$ cat src/rtl/dequeue_mux_pkg.sv
// ----------------------------------------------------------------------------
// dequeue_mux_pkg
//   Shared definitions for the dequeue mux slice: queue count, queue-id width,
//   FSM state encoding and a one-hot helper for the pop strobe.
// ----------------------------------------------------------------------------
package dequeue_mux_pkg;

    localparam int NUM_Q = 4;
    localparam int ID_W  = 2;

    typedef enum logic [1:0] {
        ST_INIT   = 2'd0,
        ST_IDLE   = 2'd1,
        ST_ACTIVE = 2'd2
    } state_e;

    // One-hot decode of a queue id.
    function automatic logic [NUM_Q-1:0] id_onehot(input logic [ID_W-1:0] qid);
        return NUM_Q'(1) << qid;
    endfunction

endpackage

$ cat src/rtl/dequeue_mux_sat_counter.sv
// ----------------------------------------------------------------------------
// sat_counter
//   CNT_W-bit up counter that increments by one on each cycle inc is high and
//   sticks at all-ones instead of wrapping.
// Ports:
//   clk      in   rising-edge clock
//   reset_L  in   asynchronous active-low reset (count -> 0)
//   inc      in   increment request for this cycle
//   count    out  current count value
// ----------------------------------------------------------------------------
module sat_counter #(
    parameter int CNT_W = 8
) (
    input  logic             clk,
    input  logic             reset_L,
    input  logic             inc,
    output logic [CNT_W-1:0] count
);

    logic [CNT_W-1:0] cnt_q;
    logic [CNT_W-1:0] cnt_d;

    always_comb begin
        cnt_d = cnt_q;
        if (inc && (cnt_q != {CNT_W{1'b1}})) begin
            cnt_d = cnt_q + CNT_W'(1);
        end
    end

    always_ff @(posedge clk or negedge reset_L) begin
        if (!reset_L) begin
            cnt_q <= '0;
        end else begin
            cnt_q <= cnt_d;
        end
    end

    assign count = cnt_q;

endmodule

$ cat src/rtl/dequeue_mux.sv
// ----------------------------------------------------------------------------
// dequeue_mux
//   Downstream stage of the round-robin arbiter. Pops the input FIFO chosen by
//   id, muxes its read data into one registered output stream and keeps a
//   saturating pop counter per queue.
// Ports:
//   clk              in   rising-edge clock
//   reset_L          in   asynchronous active-low reset
//   id               in   queue selected by the arbiter this cycle
//   empty            in   per-FIFO empty flags (bit n = queue n)
//   data_in0..3      in   FIFO read data, valid the cycle after pop
//   out_almost_full  in   downstream back-pressure
//   pop              out  one-hot read strobe to the input FIFOs
//   data_out         out  registered output word
//   valid_out        out  data_out is new this cycle (push downstream)
//   idle             out  FSM in IDLE with nothing in flight
//   pop_count        out  per-queue pop counters, queue n at [n*CNT_W +: CNT_W]
//
// Handshake: pop is a single-cycle read strobe with no acknowledge; valid_out
// is a push with no ready. Back-pressure is out_almost_full only: it gates new
// pops, and the up to two words already in the pipe still emerge, so the
// downstream threshold must leave at least two free entries.
// ----------------------------------------------------------------------------
import dequeue_mux_pkg::*;

module dequeue_mux #(
    parameter int DATA_W      = 6,
    parameter int CNT_W       = 8,
    parameter int INIT_CYCLES = 2
) (
    input  logic                   clk,
    input  logic                   reset_L,
    input  logic [ID_W-1:0]        id,
    input  logic [NUM_Q-1:0]       empty,
    input  logic [DATA_W-1:0]      data_in0,
    input  logic [DATA_W-1:0]      data_in1,
    input  logic [DATA_W-1:0]      data_in2,
    input  logic [DATA_W-1:0]      data_in3,
    input  logic                   out_almost_full,
    output logic [NUM_Q-1:0]       pop,
    output logic [DATA_W-1:0]      data_out,
    output logic                   valid_out,
    output logic                   idle,
    output logic [NUM_Q*CNT_W-1:0] pop_count
);

    // INIT_CYCLES of 0 behaves as 1: the counter needs at least one cycle.
    localparam int INIT_LAST = (INIT_CYCLES > 0) ? INIT_CYCLES - 1 : 0;
    localparam int INIT_W    = (INIT_LAST > 0) ? $clog2(INIT_LAST + 1) : 1;

    state_e              state_q, state_d;
    logic [INIT_W-1:0]   init_cnt_q, init_cnt_d;
    logic [ID_W-1:0]     sel_q, sel_d;
    logic                pend_q, pend_d;
    logic [DATA_W-1:0]   data_q, data_d;
    logic                valid_q, valid_d;

    logic [NUM_Q-1:0]    pop_w;
    logic [DATA_W-1:0]   rd_data [NUM_Q];

    assign rd_data[0] = data_in0;
    assign rd_data[1] = data_in1;
    assign rd_data[2] = data_in2;
    assign rd_data[3] = data_in3;

    // A skipped (empty) selection is not retried; the arbiter simply moves on.
    always_comb begin
        pop_w = '0;
        if ((state_q == ST_ACTIVE) && !empty[id] && !out_almost_full) begin
            pop_w = id_onehot(id);
        end
    end

    always_comb begin
        state_d    = state_q;
        init_cnt_d = init_cnt_q;
        case (state_q)
            ST_INIT: begin
                if (init_cnt_q >= INIT_W'(INIT_LAST)) begin
                    state_d = ST_IDLE;
                end else begin
                    init_cnt_d = init_cnt_q + INIT_W'(1);
                end
            end
            ST_IDLE: begin
                if (empty != {NUM_Q{1'b1}}) begin
                    state_d = ST_ACTIVE;
                end
            end
            ST_ACTIVE: begin
                // Leave only once both pipeline stages have drained.
                if ((empty == {NUM_Q{1'b1}}) && !pend_q && !valid_q) begin
                    state_d = ST_IDLE;
                end
            end
            default: state_d = ST_INIT;
        endcase

        // Stage 1 remembers which FIFO was popped; stage 2 captures its data
        // one cycle later, when the FIFO presents it.
        sel_d   = id;
        pend_d  = |pop_w;
        data_d  = pend_q ? rd_data[sel_q] : data_q;
        valid_d = pend_q;
    end

    always_ff @(posedge clk or negedge reset_L) begin
        if (!reset_L) begin
            state_q    <= ST_INIT;
            init_cnt_q <= '0;
            sel_q      <= '0;
            pend_q     <= 1'b0;
            data_q     <= '0;
            valid_q    <= 1'b0;
        end else begin
            state_q    <= state_d;
            init_cnt_q <= init_cnt_d;
            sel_q      <= sel_d;
            pend_q     <= pend_d;
            data_q     <= data_d;
            valid_q    <= valid_d;
        end
    end

    for (genvar n = 0; n < NUM_Q; n++) begin : g_cnt
        sat_counter #(
            .CNT_W (CNT_W)
        ) u_cnt (
            .clk     (clk),
            .reset_L (reset_L),
            .inc     (pop_w[n]),
            .count   (pop_count[n*CNT_W +: CNT_W])
        );
    end

    assign pop       = pop_w;
    assign data_out  = data_q;
    assign valid_out = valid_q;
    assign idle      = (state_q == ST_IDLE);

endmodule

$ cat config.mk
export PLATFORM = sky130hd
export DESIGN_NAME = dequeue_mux
export DESIGN_NICKNAME = d
export VERILOG_FILES = /design/src/rtl/dequeue_mux_pkg.sv /design/src/rtl/dequeue_mux_sat_counter.sv /design/src/rtl/dequeue_mux.sv
export SDC_FILE = /design/constraint.sdc
export NUM_CORES = 1
export LEC_CHECK = 0
export BUFFER_PORTS_ARGS = -buffer_cell sky130_fd_sc_hd__buf_4
export CORE_ASPECT_RATIO = 1.75
export CORE_UTILIZATION = 50
export CTS_CLUSTER_SIZE = 12
export DETAILED_ROUTE_END_ITERATION = 8
export PLACE_DENSITY = 0.77
export RECOVER_POWER = 50
export SYNTH_ARGS = -nofsm -noshare
export SYNTH_HDL_FRONTEND = slang
export SYNTH_SLANG_ARGS = --single-unit
$ cat constraint.sdc
create_clock -name clk -period 2.43 [get_ports clk]
set_input_delay 0.1215 -clock clk [delete_from_list [all_inputs] [get_ports clk]]
set_output_delay 0.1215 -clock clk [all_outputs]
set_load 0.01 [all_outputs]
; After elaboration in Yosys (flattened, before gate mapping)
; Cells that the tools add are included.
[totals]
input_bits = 33
regBits = 45
elab_cells = 58
output_inout_bits = 44
[op_classes]
n_mux = 10
reduce_logical = 16
addsub = 5
order_cmp = 3
bitwise_logic = 2
n_eq_ne = 11
shifts = 1
[op_table]
columns = cell, count
row1 = $add 8x1->8 const B, 4
row2 = $ne 8x8->1 const B, 4
row3 = $bmux 6 s2, 1
row4 = $mux 6, 2
row5 = $logic_and 1x1->1, 8
row6 = $mux 2, 3
row7 = $pmux 2 s3, 1
row8 = $eq 4x4->1 const B, 1
row9 = $logic_not 1->1, 4
row10 = $mux 4, 1
row11 = $ne 2x1->1 const B, 2
row12 = $ne 4x4->1 const B, 1
row13 = $reduce_or 4->1, 1
row14 = $shl 1x2->4 const A, 1
row15 = $ge 3x3->1 const B, 1
row16 = $lt 2x3->1 const B, 1
row17 = $not 2->3, 1
row18 = $reduce_and 3->1, 1
row19 = $bmux 1 s2, 1
row20 = $eq 2x1->1 const B, 1
row21 = $eq 2x2->1 const B, 1
row22 = $logic_not 2->1, 1
row23 = $ne 2x2->1 const B, 1
row24 = $reduce_and 2->1, 1
row25 = 4 further kinds, 4

; Logic depth before layout (Yosys ltp)
[logic_depth]
ltp_word = 7
mapped_depth = 5
ltp_nobuf = 5

; Cells and area by module
; From an unflattened synthesis, not the netlist that was laid out.
[hier_totals]
cells_unflattened = 204
area_unflattened_um2 = 2332.2
[by_module_without_submodules]
columns = module, cells_per_inst, n_inst, seq_area_each_um2, area_per_inst_um2
row1 = sat_counter, 34, 4, 200.2, 407.9
row2 = dequeue_mux, 68, 1, 325.3, 700.7

; Worst setup path before layout
; No wires, ideal clock.
[synth_timing]
kind = register to register
from = reg state_q[0]
to = reg g_cnt[1].u_cnt.cnt_q[6]
path_buffers = 0
setup_ns = 0.125
t_required_ns = 2.305
synth_period_minus_slack_ns = 1.910
path_slack_ns = 0.520
path_stages_with_launch = 5
t_arrival_ns = 1.785
cell_sequence = dfrtp_1 or3b_4 nor4b_4 and4_1 mux2_2
[synth_between]
elab_chain_cells = 5
[synth_lines]
columns = item, line_no
row1 = "start, declared", dequeue_mux.sv:51  ; state_e state_q, state_d;
row2 = "start signal, assigned", dequeue_mux.sv:116  ; state_q <= state_d;
row3 = $eq 2x2->1, dequeue_mux.sv:69  ; if ((state_q == ST_ACTIVE) && !empty[id] && !out_almost_full) begin
row4 = $logic_and 1x1->1 (2 in series), dequeue_mux.sv:69
row5 = $mux 4, dequeue_mux.sv:69
row6 = via g_cnt[1].u_cnt.inc, dequeue_mux_sat_counter.sv:16  ; input logic inc,
row7 = $logic_and 1x1->1, dequeue_mux_sat_counter.sv:25  ; if (inc && (cnt_q != {CNT_W{1'b1}})) begin
row8 = "end signal, assigned", dequeue_mux_sat_counter.sv:34  ; cnt_q <= cnt_d;
row9 = "end, declared", dequeue_mux_sat_counter.sv:20  ; logic [CNT_W-1:0] cnt_q;
; The timed path passes the listed nets, and every way through them passes these cells.
; A chain may end at the register's enable or synchronous reset.

; Worst setup path after layout
[layout_timing]
from = reg state_q[1]
to = reg g_cnt[0].u_cnt.cnt_q[1]
[layout_between]
elab_chain_cells = 5
[layout_lines]
columns = item, line_no
row1 = $eq 2x2->1, dequeue_mux.sv:69
row2 = $logic_and 1x1->1 (2 in series), dequeue_mux.sv:69
row3 = $mux 4, dequeue_mux.sv:69
row4 = $logic_and 1x1->1, dequeue_mux_sat_counter.sv:25
row5 = "end signal, assigned", dequeue_mux_sat_counter.sv:34
row6 = "end, declared", dequeue_mux_sat_counter.sv:20
; Every way passes these cells.

==> summary.md <==
| Metric | Value |
|---|---|
| Slew Limit Fails | `0` |
| Placed cell count | `324` |
| Critical Path Start Type | `flop` |
| Post-DP HPWL | `3.798 mm` |
| Commonest non-fill, non-tap cell in the layout | `buf_4` |
| Final core occ | `67.29%` |
| Worst slew pin tran | `1117 ps` |
| Resized cells post-CTS | `0` |
| Worst Path Required | `2620 ps` |
| Non-filler cells in the finished layout | `335` |
| Synth cell types | `36` |
| DIE AREA | `0.004929 mm2` |
| Max clock buf depth | `2` |
| Layout cells sized above 1 | `36.62%` |
| Post-Route Setup TNS | `0 ps` |
| Iter 0 DRT Violations | `29` |
| GPL Wtd Cong | `0.8169` |
| Most frequent cells in the layout | `58 x buf_4, 45 x dfrtp_1, 25 x mux2_2` |
| Buffers plus inverters on the worst setup path | `0` |
| Syn-to-layout area delta | `28.84%` |
| Largest net degree at the start of global routing | `46` |
| Yosys warns | `0` |
| Layout Nets | `320` |
| Slowest CP cell | `nor3_1` |
| Starting Density | `52.22%` |
| Congestion Overflow GR | `0` |
| CP arrival | `2230 ps` |
| IO Count | `77` |
| Initial antenna violation count | `0` |
| First-pass GRT wire length | `8.079 mm` |
| Kind of critical path | `flop to flop` |
| #FFs+latches synth | `45` |
| Vias in the first global route | `1838` |
| Final min period | `2045 ps` |
| Die width | `53.50 um` |
| Power per Cell Area | `708.5 mW/mm2` |
| Post-CTS Hold Buffers | `3` |
| P_leak | `0.001353 uW` |
| Slew margin rel. | `25.54%` |
| RSZ-0062 raised after global routing | `no` |
| Post-route clock skew | `6.912 ps` |
| Synth Flop Type | `dfrtp_1` |
| Row count | `32` |
| CTS sink cnt | `45` |
| DRC Markers | `0` |
| Inserted Clock Buffers | `5` |
| Sequential fraction of the synthesis area | `48.52%` |
| Worst Hold Class | `input port to flop` |
| Post-Syn Nets | `238` |
| Worst skew pair latency | `300 ps` |
| Vias per cell | `5.773` |
| CTS H-tree depth | `2` |
| Syn Std Cell Area | `0.002321 mm2` |
| Outcome | `completed` |
| DR WL/cell | `15.28 um` |
| Via count | `1934` |
| Number of max-cap violations | `0` |
| Endpoint class of the critical path | `flop` |
| Cells after synthesis | `201` |
| CP max stage delay | `470 ps` |
| Crit-path max FO | `6` |
| CTS Root Cell | `clkbuf_8` |
| Setup bufs post-CTS | `0` |
| Hold WS | `138.5 ps` |
| Worst VDD drop | `0.0005520 V` |
| N_diodes | `0` |
| Post-Route WL | `5.118 mm` |
| Routed Antenna Nets | `0` |
| Critical-path cell list | `or3b_4 > nor3_1 > o21a_1 > mux2_2` |
| Crit share post-route | `84.14%` |
| Worst-path clk slew | `90 ps` |
| Syn avg cell area | `11.55 um2` |
| GRT Util Overall | `22.43%` |
| Endpoints failing setup | `0` |
| Pre-Repair DR Iteration Count | `6` |
| Core Region | `0.004444 mm2` |
| Endpoints failing hold | `0` |
| Cell family with most CP delay | `simple AND/OR/NAND/NOR gates` |
| CTS tree | `built` |
| Number of synthesized flops with an enable pin | `0` |
| Die Height | `92.13 um` |
| R2r setup slk | `390 ps` |
| Async set-reset flop share out of synthesis | `100.0%` |
| IO buf count | `76` |
| Fmax | `489.1 MHz` |
cell type report:
type | count | area (um2)
Sequential cell | 45 | 1126
Timing Repair Buffer | 81 | 541.8
Clock inverter | 1 | 5.005
Multi-Input combinational cell | 145 | 1139
Inverter | 5 | 18.77
Tap cell | 51 | 63.81
Clock buffer | 7 | 96.34
Fill cell | 383 | 1454
cells by family after synthesis:
family / after synthesis / share of synthesized area, %
compound gates: 20 / 5.283
mux: 33 / 19.35
fa+ha+maj: 4 / 2.156
simple gates: 81 / 19.62
flops: 45 / 48.52
buf+inv: 11 / 2.426
xor+xnor: 7 / 2.642
worst reg2reg max path, delay by kind of cell, from the launching register on:
family             cells  cell delay [ps]
DFF                    1              440
and+or+nand+nor        2              910
muxes                  1              340
AOI/OAI and AO/OA      1              240
through the flow:
| step | cell area [um2] | power [uW] | worst slack [ps] |
|---|---|---|---|
| detailed placement | 2933 | 1700 | 419.2 |
| global route | 2990 | 2238 | 286.1 |
| CTS | 3064 | 2222 | 398.7 |
| finish | 2990 | 2119 | 385.5 |
| global placement | 2933 | 1674 | 470.6 |
| floorplan | 2321 | 1363 | 520.3 |
state kept, by name, summed over array words and instances (netlist names):
| signal | count |
|---|---|
| pend_q | 1 |
| state_q | 2 |
| data_out | 6 |
| sel_q | 2 |
| g_cnt.u_cnt.count | 32 |
| init_cnt_q | 1 |
| valid_out | 1 |
final timing paths:
path                                 start                       to  cells past startpoint
setup / recovery                state_q[1]  g_cnt[0].u_cnt.count[1]                      4
hold / removal             out_almost_full                   pend_q                      3
setup reg to reg                state_q[1]  g_cnt[0].u_cnt.count[1]                      4
hold reg to reg                 init_cnt_q               init_cnt_q                      1
max in group asynchronous          reset_L  g_cnt[3].u_cnt.count[5]                      2
min in group asynchronous          reset_L  g_cnt[0].u_cnt.count[1]                      2
synthesized netlist by cell type (2+ instances only):
master     number  area [um2]
ha_1            4       50.05
and3_1          3       18.77
o21ai_0         5       25.02
and4_1          3       26.28
inv_1           5       18.77
nor3b_1         2       15.01
o21a_1          3       22.52
clkbuf_1        2       7.510
nand2_1        20       75.07
xor2_1          2       17.52
nor2_1          8       30.03
nor4_1          2       12.51
mux4_2          7       157.7
nand3_1        16       80.08
or2_2           2       12.51
dfrtp_1        45        1126
mux2_2         25       281.5
nand2b_1        4       25.02
a31oi_1         3       18.77
buf_4           4       30.03
xnor2_1         5       43.79
nor3_1          5       25.02
nand4bb_1       2       22.52
a21oi_1         5       25.02
nand4_1         8       50.05
metal layers:
metal	wire length [um]	global-route usage, %	vias to the layer above	share of wire, %
met1	1841	24.32	957	36
met3	261	4.146	14	5.1
met4	165	11.40	0	3.2
li1	-	-	898	-
met5	0	0	-	0
met2	2849	39.17	65	56
where the power goes:
part           switching [uW]  internal (uW)
clock                     257            257
sequential                151            893
combinational             258            302
No activity file was read; power rests on OpenSTA's default activity.
